--- src/rtl/clk_div_pkg.sv ---
// Shared types and helpers for the runtime clock-divider controller.
//   ctrl_state_t : request-handling FSM states
//   MIN_RATIO    : smallest ratio the divider accepts
//   rr_pick      : round-robin winner search starting at a pointer
package clk_div_pkg;

  typedef enum logic [1:0] {IDLE, ARB, PEND} ctrl_state_t;

  localparam int unsigned MIN_RATIO = 2;
  // Upper bound on client count handled by rr_pick.
  localparam int unsigned MAX_REQ   = 32;

  // Returns the first asserted request at or after ptr, wrapping at n.
  // If nothing is asserted the pointer itself comes back; callers gate on |req.
  function automatic int unsigned rr_pick(input logic [MAX_REQ-1:0] req,
                                          input int unsigned        ptr,
                                          input int unsigned        n);
    int unsigned w;
    int unsigned idx;
    logic        found;
    w     = ptr;
    found = 1'b0;
    for (int unsigned i = 0; i < MAX_REQ; i++) begin
      idx = ptr + i;
      if (idx >= n) idx = idx - n;
      if (i < n && !found && |(req & (MAX_REQ'(1) << idx))) begin
        w     = idx;
        found = 1'b1;
      end
    end
    return w;
  endfunction

endpackage

--- src/rtl/clk_div_prog.sv ---
// Programmable integer clock divider. Owns the period counter, the current
// ratio and the duty rule (high while cnt < ratio/2).
//   i_clk, i_rst : source clock, synchronous active-high reset
//   ratio        : ratio to adopt at the next wrap when load is high
//   load         : apply ratio at the next wrap
//   gate         : sampled at o_tick; 1 holds o_clk low for the next period
//   o_clk        : divided clock (flop output)
//   o_tick       : last source cycle of each output period
//   cnt          : period counter
//   o_ratio      : ratio currently in effect
module clk_div_prog
  import clk_div_pkg::*;
#(
  parameter int unsigned RATIO_W       = 8,
  parameter int unsigned DEFAULT_RATIO = 9
) (
  input  logic               i_clk,
  input  logic               i_rst,
  input  logic [RATIO_W-1:0] ratio,
  input  logic               load,
  input  logic               gate,
  output logic               o_clk,
  output logic               o_tick,
  output logic [RATIO_W-1:0] cnt,
  output logic [RATIO_W-1:0] o_ratio
);

  logic [RATIO_W-1:0] cnt_q, cnt_d, ratio_q, ratio_d;
  logic               clk_q, clk_d, gated_q, gated_d;

  assign o_tick  = (cnt_q == ratio_q - 1'b1);
  assign o_clk   = clk_q;
  assign cnt     = cnt_q;
  assign o_ratio = ratio_q;

  always_comb begin
    cnt_d   = o_tick ? '0 : cnt_q + 1'b1;
    ratio_d = (load && o_tick) ? ratio : ratio_q;
    gated_d = o_tick ? gate : gated_q;
    // Computed from next-state values so the flop lines up with cnt_q.
    clk_d   = !gated_d && (cnt_d < (ratio_d >> 1));
  end

  always_ff @(posedge i_clk) begin
    if (i_rst) begin
      cnt_q   <= '0;
      ratio_q <= RATIO_W'(DEFAULT_RATIO);
      clk_q   <= 1'b1;
      gated_q <= 1'b0;
    end else begin
      cnt_q   <= cnt_d;
      ratio_q <= ratio_d;
      clk_q   <= clk_d;
      gated_q <= gated_d;
    end
  end

endmodule

--- src/rtl/clk_div_ctrl.sv ---
// Runtime controller for the integer clock divider. Round-robin arbitrates
// ratio-change requests and applies the winner only at a period boundary.
// Optional macro CLK_DIV_CTRL_GATE_EN adds i_gate (period suppression).
//   i_clk, i_rst : source clock, synchronous active-high reset
//   i_req        : per-client request, held until o_gnt
//   i_ratio      : client k ratio at [k*RATIO_W +: RATIO_W]
//   i_gate       : (macro only) suppress next o_clk period when high at o_tick
//   o_gnt        : one-hot completion pulse
//   o_err        : rejected-request flag, coincident with o_gnt
//   o_busy       : request in progress
//   o_ratio      : ratio driving o_clk
//   o_tick       : last source cycle of each o_clk period
//   o_clk        : divided clock
module clk_div_ctrl
  import clk_div_pkg::*;
#(
  parameter int unsigned N_REQ         = 2,
  parameter int unsigned RATIO_W       = 8,
  parameter int unsigned DEFAULT_RATIO = 9
) (
  input  logic                     i_clk,
  input  logic                     i_rst,
  input  logic [N_REQ-1:0]         i_req,
  input  logic [N_REQ*RATIO_W-1:0] i_ratio,
`ifdef CLK_DIV_CTRL_GATE_EN
  input  logic                     i_gate,
`endif
  output logic [N_REQ-1:0]         o_gnt,
  output logic                     o_err,
  output logic                     o_busy,
  output logic [RATIO_W-1:0]       o_ratio,
  output logic                     o_tick,
  output logic                     o_clk
);

  localparam int unsigned PTR_W = (N_REQ > 1) ? $clog2(N_REQ) : 1;

  ctrl_state_t        state_q, state_d;
  logic [PTR_W-1:0]   ptr_q, ptr_d, idx_q, idx_d, win;
  logic [RATIO_W-1:0] lat_q, lat_d, win_ratio, cnt;
  logic [N_REQ-1:0]   gnt_q, gnt_d;
  logic               err_q, err_d, last, gate;

`ifdef CLK_DIV_CTRL_GATE_EN
  assign gate = i_gate;
`else
  assign gate = 1'b0;
`endif

  clk_div_prog #(
    .RATIO_W      (RATIO_W),
    .DEFAULT_RATIO(DEFAULT_RATIO)
  ) u_prog (
    .i_clk  (i_clk),
    .i_rst  (i_rst),
    .ratio  (lat_q),
    .load   (state_q == PEND),
    .gate   (gate),
    .o_clk  (o_clk),
    .o_tick (o_tick),
    .cnt    (cnt),
    .o_ratio(o_ratio)
  );

  // Last cycle of the period, taken from the counter: the same instant the
  // divider adopts lat_q while we sit in PEND.
  assign last   = (cnt == o_ratio - 1'b1);
  assign o_gnt  = gnt_q;
  assign o_err  = err_q;
  assign o_busy = (state_q != IDLE);

  always_comb begin
    state_d   = state_q;
    ptr_d     = ptr_q;
    idx_d     = idx_q;
    lat_d     = lat_q;
    gnt_d     = '0;
    err_d     = 1'b0;
    win       = PTR_W'(rr_pick(MAX_REQ'(i_req), 32'(ptr_q), N_REQ));
    win_ratio = i_ratio[win*RATIO_W +: RATIO_W];
    unique case (state_q)
      // The client granted this cycle still holds i_req; mask it so it is
      // not re-arbitrated.
      IDLE: if (|(i_req & ~gnt_q)) state_d = ARB;
      ARB: begin
        if (|i_req) begin
          idx_d = win;
          lat_d = win_ratio;
          ptr_d = (win == PTR_W'(N_REQ - 1)) ? '0 : win + 1'b1;
          if (win_ratio < RATIO_W'(MIN_RATIO)) begin
            gnt_d[win] = 1'b1;
            err_d      = 1'b1;
            state_d    = IDLE;
          end else begin
            state_d = PEND;
          end
        end else begin
          state_d = IDLE;
        end
      end
      PEND: begin
        if (last) begin
          gnt_d[idx_q] = 1'b1;
          state_d      = IDLE;
        end
      end
      default: state_d = IDLE;
    endcase
  end

  always_ff @(posedge i_clk) begin
    if (i_rst) begin
      state_q <= IDLE;
      ptr_q   <= '0;
      idx_q   <= '0;
      lat_q   <= RATIO_W'(DEFAULT_RATIO);
      gnt_q   <= '0;
      err_q   <= 1'b0;
    end else begin
      state_q <= state_d;
      ptr_q   <= ptr_d;
      idx_q   <= idx_d;
      lat_q   <= lat_d;
      gnt_q   <= gnt_d;
      err_q   <= err_d;
    end
  end

endmodule

--- config.mk ---
export PLATFORM = sky130hd
export DESIGN_NAME = clk_div_ctrl
export DESIGN_NICKNAME = d
export VERILOG_FILES = /design/src/rtl/clk_div_pkg.sv /design/src/rtl/clk_div_prog.sv /design/src/rtl/clk_div_ctrl.sv
export SDC_FILE = /design/constraint.sdc
export NUM_CORES = 1
export LEC_CHECK = 0
export ABC_AREA = 1
export ABC_CLOCK_PERIOD_IN_PS = 3600
export BUFFER_PORTS_ARGS = -buffer_cell sky130_fd_sc_hd__buf_4
export CAP_MARGIN = 20
export CORE_ASPECT_RATIO = 1.2
export CORE_MARGIN = 2
export CORE_UTILIZATION = 55
export DETAILED_ROUTE_END_ITERATION = 16
export GPL_TIMING_DRIVEN = 0
export PLACE_DENSITY_LB_ADDON = 0.2
export REMOVE_ABC_BUFFERS = 1
export SKIP_CTS_REPAIR_TIMING = 1
export SLEW_MARGIN = 20
export SYNTH_ARGS = -nofsm -noshare
export SYNTH_HDL_FRONTEND = slang
export SYNTH_SLANG_ARGS = --single-unit
--- constraint.sdc ---
create_clock -name i_clk -period 3.6 [get_ports i_clk]
set_clock_uncertainty 0.1 [all_clocks]
set_input_delay 0.72 -clock i_clk [delete_from_list [all_inputs] [get_ports i_clk]]
set_output_delay 0.72 -clock i_clk [all_outputs]
set_load 0.02 [all_outputs]
==> results.yml, run 1 <==
clock_tree:
  cts_tree: "built"
  cts_root_buf: "clkbuf_8"
  cts.sinks: 33
  cts_max_level: 2
  clockBufferDepth: 2
  numCtsBuffers: 5
  clk_pin_slew_ps: 70
  worstSkewPairLatency_ps: 290
global_routing:
  grt_pass1_wl_um: 6872
  overflow: 0
  antenna_found_initial: 0
  track_usage: 0.2311
  grt_pass1_vias: 1672
  grt_start_max_net_pins: 23
pwr:
  switching_share: 0.2785
  share_comb_of_total_power: 0.219
  power_frac_seq: 0.401
  cell_internal_pwr_mw: 0.7795
  p_per_area_nw_per_um2: 463.0
  p_leak_nw: 1.172
  p_switching_mw: 0.3009
  ir_worst_vdd_mv: 0.5039
  clockPowerShare: 0.380
critical_path:
  setup.worst_path.end_class: "output pin"
  rr_endpoint: "u_prog.o_clk$_SDFF_PP1_"
  path_class: "register to output pin"
  crit_path_max_fanout: 13
  rrSetupSlack_ps: 640
  r2r_cells: 20
  endpoint: "o_tick"
  crit_arrival_ps: 2300
  cp-start-kind: "register"
  cp_data_required_time_ps: 2780
  setup.worst_path.start: "u_prog.o_ratio[0]$_SDFFE_PP1N_"
  reg2reg_from: "u_prog.o_ratio[0]$_SDFFE_PP1N_"
yosys:
  synth_cell_types: 31
  synth.largest_area_cell: "dfxtp_1"
  syn_area_per_cell_sq_um: 6.963
  synth_fa_ha_area_frac: 0.07111
  syn-cell-area_sq_um: 1936
  synthSimpleGateAreaFrac: 0.3148
  synth_top_family_by_area: "simple AND/OR/NAND/NOR gates"
  synth_compound_area_frac: 0.1131
  synth-xor-area-share: 0.03167
  ys_ff_latch: 33
  yosys.area.top_type_share: 0.3413
  synth.area.mux_share: 0.03103
  syn_inst: 278
  yosys-top-cells-area: "dfxtp_1, nand2_1, ha_1"
  yosysSeqAreaShare: 0.3413
  ys_warn_count: 0
die:
  dieHeight_um: 68.99
  core_sq_um: 3367
  die_w_um: 58.16
  start_util: 0.5749
  dieArea_sq_um: 4012
  rows: 23
  io_pins: 34
finish:
  layout_commonest_cell: "nand2_1"
  layout.cells.non_filler: 349
  final_cell_mix: "nand2_1, inv_1, dfxtp_1, buf_4, nor2_1"
  fin_util: 0.6931
  area_growth_pct: 20.56
  drive_above_1_share: 0.2019
  antennaDiodeCount: 0
  nNetsFinal: 342
drt:
  vias_per_cell: 5.172
  drc: 0
  routed_wl_um: 4021
  drt_pre_antenna_iters: 4
  wl_per_cell_um: 11.52
  drt-initial-drc-count: 48
  antenna_left: 0
  via_count: 1805
place:
  placed_cells: 341
  dp_slack_ps: 663.7
  hpwl_um: 3112
  port_buffers: 33
  place_congestion: 0.7974
sta:
  slew_headroom: 0.3498
  hold_viol: 0
  min_period_over_period: 0.8664
  fin_crit_ps: 3119
  max_freq_mhz: 320.6
  slew_violations: 0
  grt_setup_unrepaired: "no"
  setup_viol: 0
  layout_setup_ws_ps: 480.8
  setup_tns_ps: 0
  tightest_slew_ps: 968.8
job:
  max_cap_viol_count: 0
worst_hold_path:
  holdCritPathClass: "register to register"
status:
  status: "completed"
-- power groups by stage --
stage,clock [mW],combinational [mW],sequential [mW]
6_report,0.411,0.236,0.433
5_1_grt,0.433,0.269,0.438
3_5_place_dp,0,0.237,0.441
3_3_place_gp,0,0.232,0.440
2_1_floorplan,0,0.169,0.437
4_1_cts,0.419,0.239,0.433
-- area by class of cell --
| type | instances | area, sq um |
|---|---|---|
| Sequential cell | 33 | 660.6 |
| Fill cell | 310 | 1033 |
| Clock inverter | 3 | 65.06 |
| Inverter | 42 | 157.7 |
| Timing Repair Buffer | 33 | 247.7 |
| Tap cell | 37 | 46.29 |
| Clock buffer | 5 | 68.82 |
| Multi-Input combinational cell | 196 | 1087 |
-- stage by stage --
stage | power, mW | hold slack [ps] | area, sq um
floorplan | 0.6062 | 325.1 | 1906
global placement | 0.6714 | 343.1 | 2200
detailed placement | 0.6778 | 347.5 | 2200
CTS | 1.091 | 356.7 | 2333
global route | 1.140 | 367.6 | 2333
finish | 1.080 | 359.5 | 2333
-- critical path, cell delays in order (launching register included) --
cell and delay (ps):
dfxtp_1 410, inv_2 100, ha_1 250, inv_1 60, nand2_1 60, nand3_1 80, nand2_1 50, nor2_1 70
nand2_1 90, nor2_4 180, nand2_2 130, inv_1 310, buf_4 220
-- worst min-delay path by stage --
stage / startpoint / endpoint / slack (ps) / cells past startpoint
after global routing: u_prog.gated_q$_SDFF_PP0_ / u_prog.gated_q$_SDFF_PP0_ / 370 / 2
final: u_prog.gated_q$_SDFF_PP0_ / u_prog.gated_q$_SDFF_PP0_ / 360 / 2
after floorplan: u_prog.gated_q$_SDFF_PP0_ / u_prog.gated_q$_SDFF_PP0_ / 330 / 2
after CTS: u_prog.gated_q$_SDFF_PP0_ / u_prog.gated_q$_SDFF_PP0_ / 360 / 2
after global placement: u_prog.gated_q$_SDFF_PP0_ / u_prog.gated_q$_SDFF_PP0_ / 340 / 2
after detailed placement: u_prog.gated_q$_SDFF_PP0_ / u_prog.gated_q$_SDFF_PP0_ / 350 / 2
-- state kept, by name, summed over array words and instances, names as in the netlist --
register and flops:
idx_q 1, lat_q 8, o_err 1, o_gnt 2, ptr_q 1, state_q 2, u_prog.cnt 8, u_prog.gated_q 1
u_prog.o_clk 1, u_prog.o_ratio 8
-- layer usage --
layer | GRT usage | vias up | share of wire | routed length, um
li1 | - | 949 | - | -
met1 | 0.2188 | 796 | 0.41 | 1654
met2 | 0.4347 | 44 | 0.51 | 2037
met3 | 0.07276 | 16 | 0.046 | 185
met4 | 0.1395 | 0 | 0.036 | 143
met5 | 0 | - | 0 | 0
-- cells by family (layout without fill, tap and decap cells) --
kind of cell | count (synthesis) | in the layout
buffers and inverters | 49 | 83
adders and majority gates | 11 | 11
muxes | 6 | 6
DFF | 33 | 33
AOI/OAI and AO/OA | 35 | 35
xor gates and xnor gates | 7 | 7
and+or+nand+nor | 137 | 137
-- cells in the mapped netlist, drive strengths merged --
cell	count
nand3b	1
xnor2	5
mux2i	6
o221a	1
xor2	2
nand3	15
ha	11
nor3	9
nor2	32
inv	42
nand4	2
o21ai	12
or2	3
clkbuf	5
buf	2
o211ai	6
a41oi	1
o2111ai	1
a211oi	1
nand2	75
a21oi	13
dfxtp	33
Note: power is estimated with default switching activity, not from simulation.
==> run 2: changes to the inputs <==
Settings changed: RECOVER_POWER set to 100.
==> results.yml, run 2 (same netlist as run 1, synthesis figures left out) <==
critical_path:
  r2r_cells: 20
  path_class: "register to output pin"
  setup.worst_path.start: "u_prog.o_ratio[0]$_SDFFE_PP1N_"
  cp_data_required_time_ps: 2780
  cp-start-kind: "register"
  endpoint: "o_tick"
  setup.worst_path.end_class: "output pin"
  crit_arrival_ps: 2400
  reg2reg_from: "u_prog.o_ratio[0]$_SDFFE_PP1N_"
  rrSetupSlack_ps: 510
  crit_path_max_fanout: 13
  rr_endpoint: "u_prog.o_clk$_SDFF_PP1_"
finish:
  n_fill_cell: 321
  antennaDiodeCount: 0
  drive_above_1_share: 0.1410
  layout_commonest_cell: "nand2_1"
  final_cell_mix: "nand2_1, inv_1, dfxtp_1, nor2_1, buf_4"
  nNetsFinal: 342
  layout.cells.non_filler: 349
  area_growth_pct: 17.19
clock_tree:
  numCtsBuffers: 5
  cts_tree: "built"
  clockBufferDepth: 2
  clk_pin_slew_ps: 70
  cts_max_level: 2
  cts.sinks: 33
  cts_root_buf: "clkbuf_8"
  worstSkewPairLatency_ps: 290
die:
  core_sq_um: 3367
  dieArea_sq_um: 4012
  dieHeight_um: 68.99
  die_w_um: 58.16
  rows: 23
  start_util: 0.5749
  io_pins: 34
sta:
  min_period_over_period: 0.8950
  slew_headroom: -0.02493
  timing.hold.ws_ps: 357.8
  setup_tns_ps: 0
  max_freq_mhz: 310.4
  setup_viol: 0
  grt_setup_unrepaired: "no"
  slew_violations: 13
  fin_crit_ps: 3222
  tightest_slew_ps: 1521
  hold_viol: 0
global_routing:
  track_usage: 0.2311
  overflow: 0
  grt_pass1_vias: 1672
  antenna_found_initial: 0
  grt_start_max_net_pins: 23
  grt_pass1_wl_um: 6872
status:
  status: "finished, violations left"
  violations: "capacitance limit, slew limit"
worst_hold_path:
  holdCritPathClass: "register to register"
drt:
  via_count: 1803
  drc: 0
  antenna_left: 0
  wl_per_cell_um: 11.56
  drt-initial-drc-count: 42
  drt_pre_antenna_iters: 4
  routed_wl_um: 4035
  vias_per_cell: 5.166
place:
  place_congestion: 0.7974
  placed_cells: 341
  hpwl_um: 3112
  port_buffers: 33
job:
  max_cap_viol_count: 1
pwr:
  p_per_area_nw_per_um2: 473.5
  power_mw: 1.074
  p_leak_nw: 1.121
  ir_worst_vdd_mv: 0.5046
==> run 2: changes by cell type in the layout (fill, tap and decap cells not counted), sizes merged <==
| cell | before | now |
|---|---|---|
| buf | 33 | 19 |
| clkbuf | 5 | 19 |
==> run 2: worst min-delay path by stage <==
stage	slack [ps]	to	depth (start not counted)	startpoint
after floorplan	330	u_prog.gated_q$_SDFF_PP0_	2	u_prog.gated_q$_SDFF_PP0_
after global placement	340	u_prog.gated_q$_SDFF_PP0_	2	u_prog.gated_q$_SDFF_PP0_
after detailed placement	350	u_prog.gated_q$_SDFF_PP0_	2	u_prog.gated_q$_SDFF_PP0_
after CTS	360	u_prog.gated_q$_SDFF_PP0_	2	u_prog.gated_q$_SDFF_PP0_
after global routing	370	u_prog.gated_q$_SDFF_PP0_	2	u_prog.gated_q$_SDFF_PP0_
final	360	u_prog.gated_q$_SDFF_PP0_	2	u_prog.gated_q$_SDFF_PP0_
==> run 2: layout make-up <==
cell class | instances | area, sq um | share of cell area
clock buffer | 5 | 68.82 | 0.03034
clock inverter | 3 | 65.06 | 0.02868
inverter | 42 | 157.7 | 0.06950
sequential | 33 | 660.6 | 0.2912
timing repair buffer | 33 | 195.2 | 0.08604
multi-input combinational | 196 | 1075 | 0.4738
tap | 37 | 46.29 | 0.02041
==> run 2: through the flow <==
| stage | utilization | setup WS (ps) | cell area (sq um) |
|---|---|---|---|
| 2_1_floorplan | - | 786.8 | 1906 |
| 3_3_place_gp | 0.6533 | 757.8 | 2200 |
| 3_5_place_dp | 0.6533 | 663.7 | 2200 |
| 4_1_cts | 0.6931 | 481.0 | 2333 |
| 5_1_grt | 0.6737 | 140.3 | 2268 |
| 6_report | 0.6737 | 378.2 | 2268 |
==> run 2: worst max-delay path, stage by stage (launching register included) <==
cell	delay, ps
dfxtp_1	390
inv_1	140
ha_1	260
inv_1	60
nand2_1	60
nand3_1	80
nand2_1	50
nor2_1	70
nand2_1	90
nor2_4	170
nand2_1	180
inv_1	330
buf_4	210
==> run 2: routing by layer <==
metal | part of all wire | GRT usage | vias to the layer above
li1 | - | - | 949
met4 | 0.036 | 0.1395 | 0
met5 | 0 | 0 | -
met2 | 0.50 | 0.4347 | 43
met1 | 0.42 | 0.2188 | 796
met3 | 0.047 | 0.07276 | 15
==> run 2: power by group <==
part / internal [mW] / switching (mW) / leakage [nW] / total (mW)
Combinational: 0.0880 / 0.141 / 0.784 / 0.229
Sequential: 0.410 / 0.0234 / 0.269 / 0.433
Clock: 0.275 / 0.137 / 0.0681 / 0.412
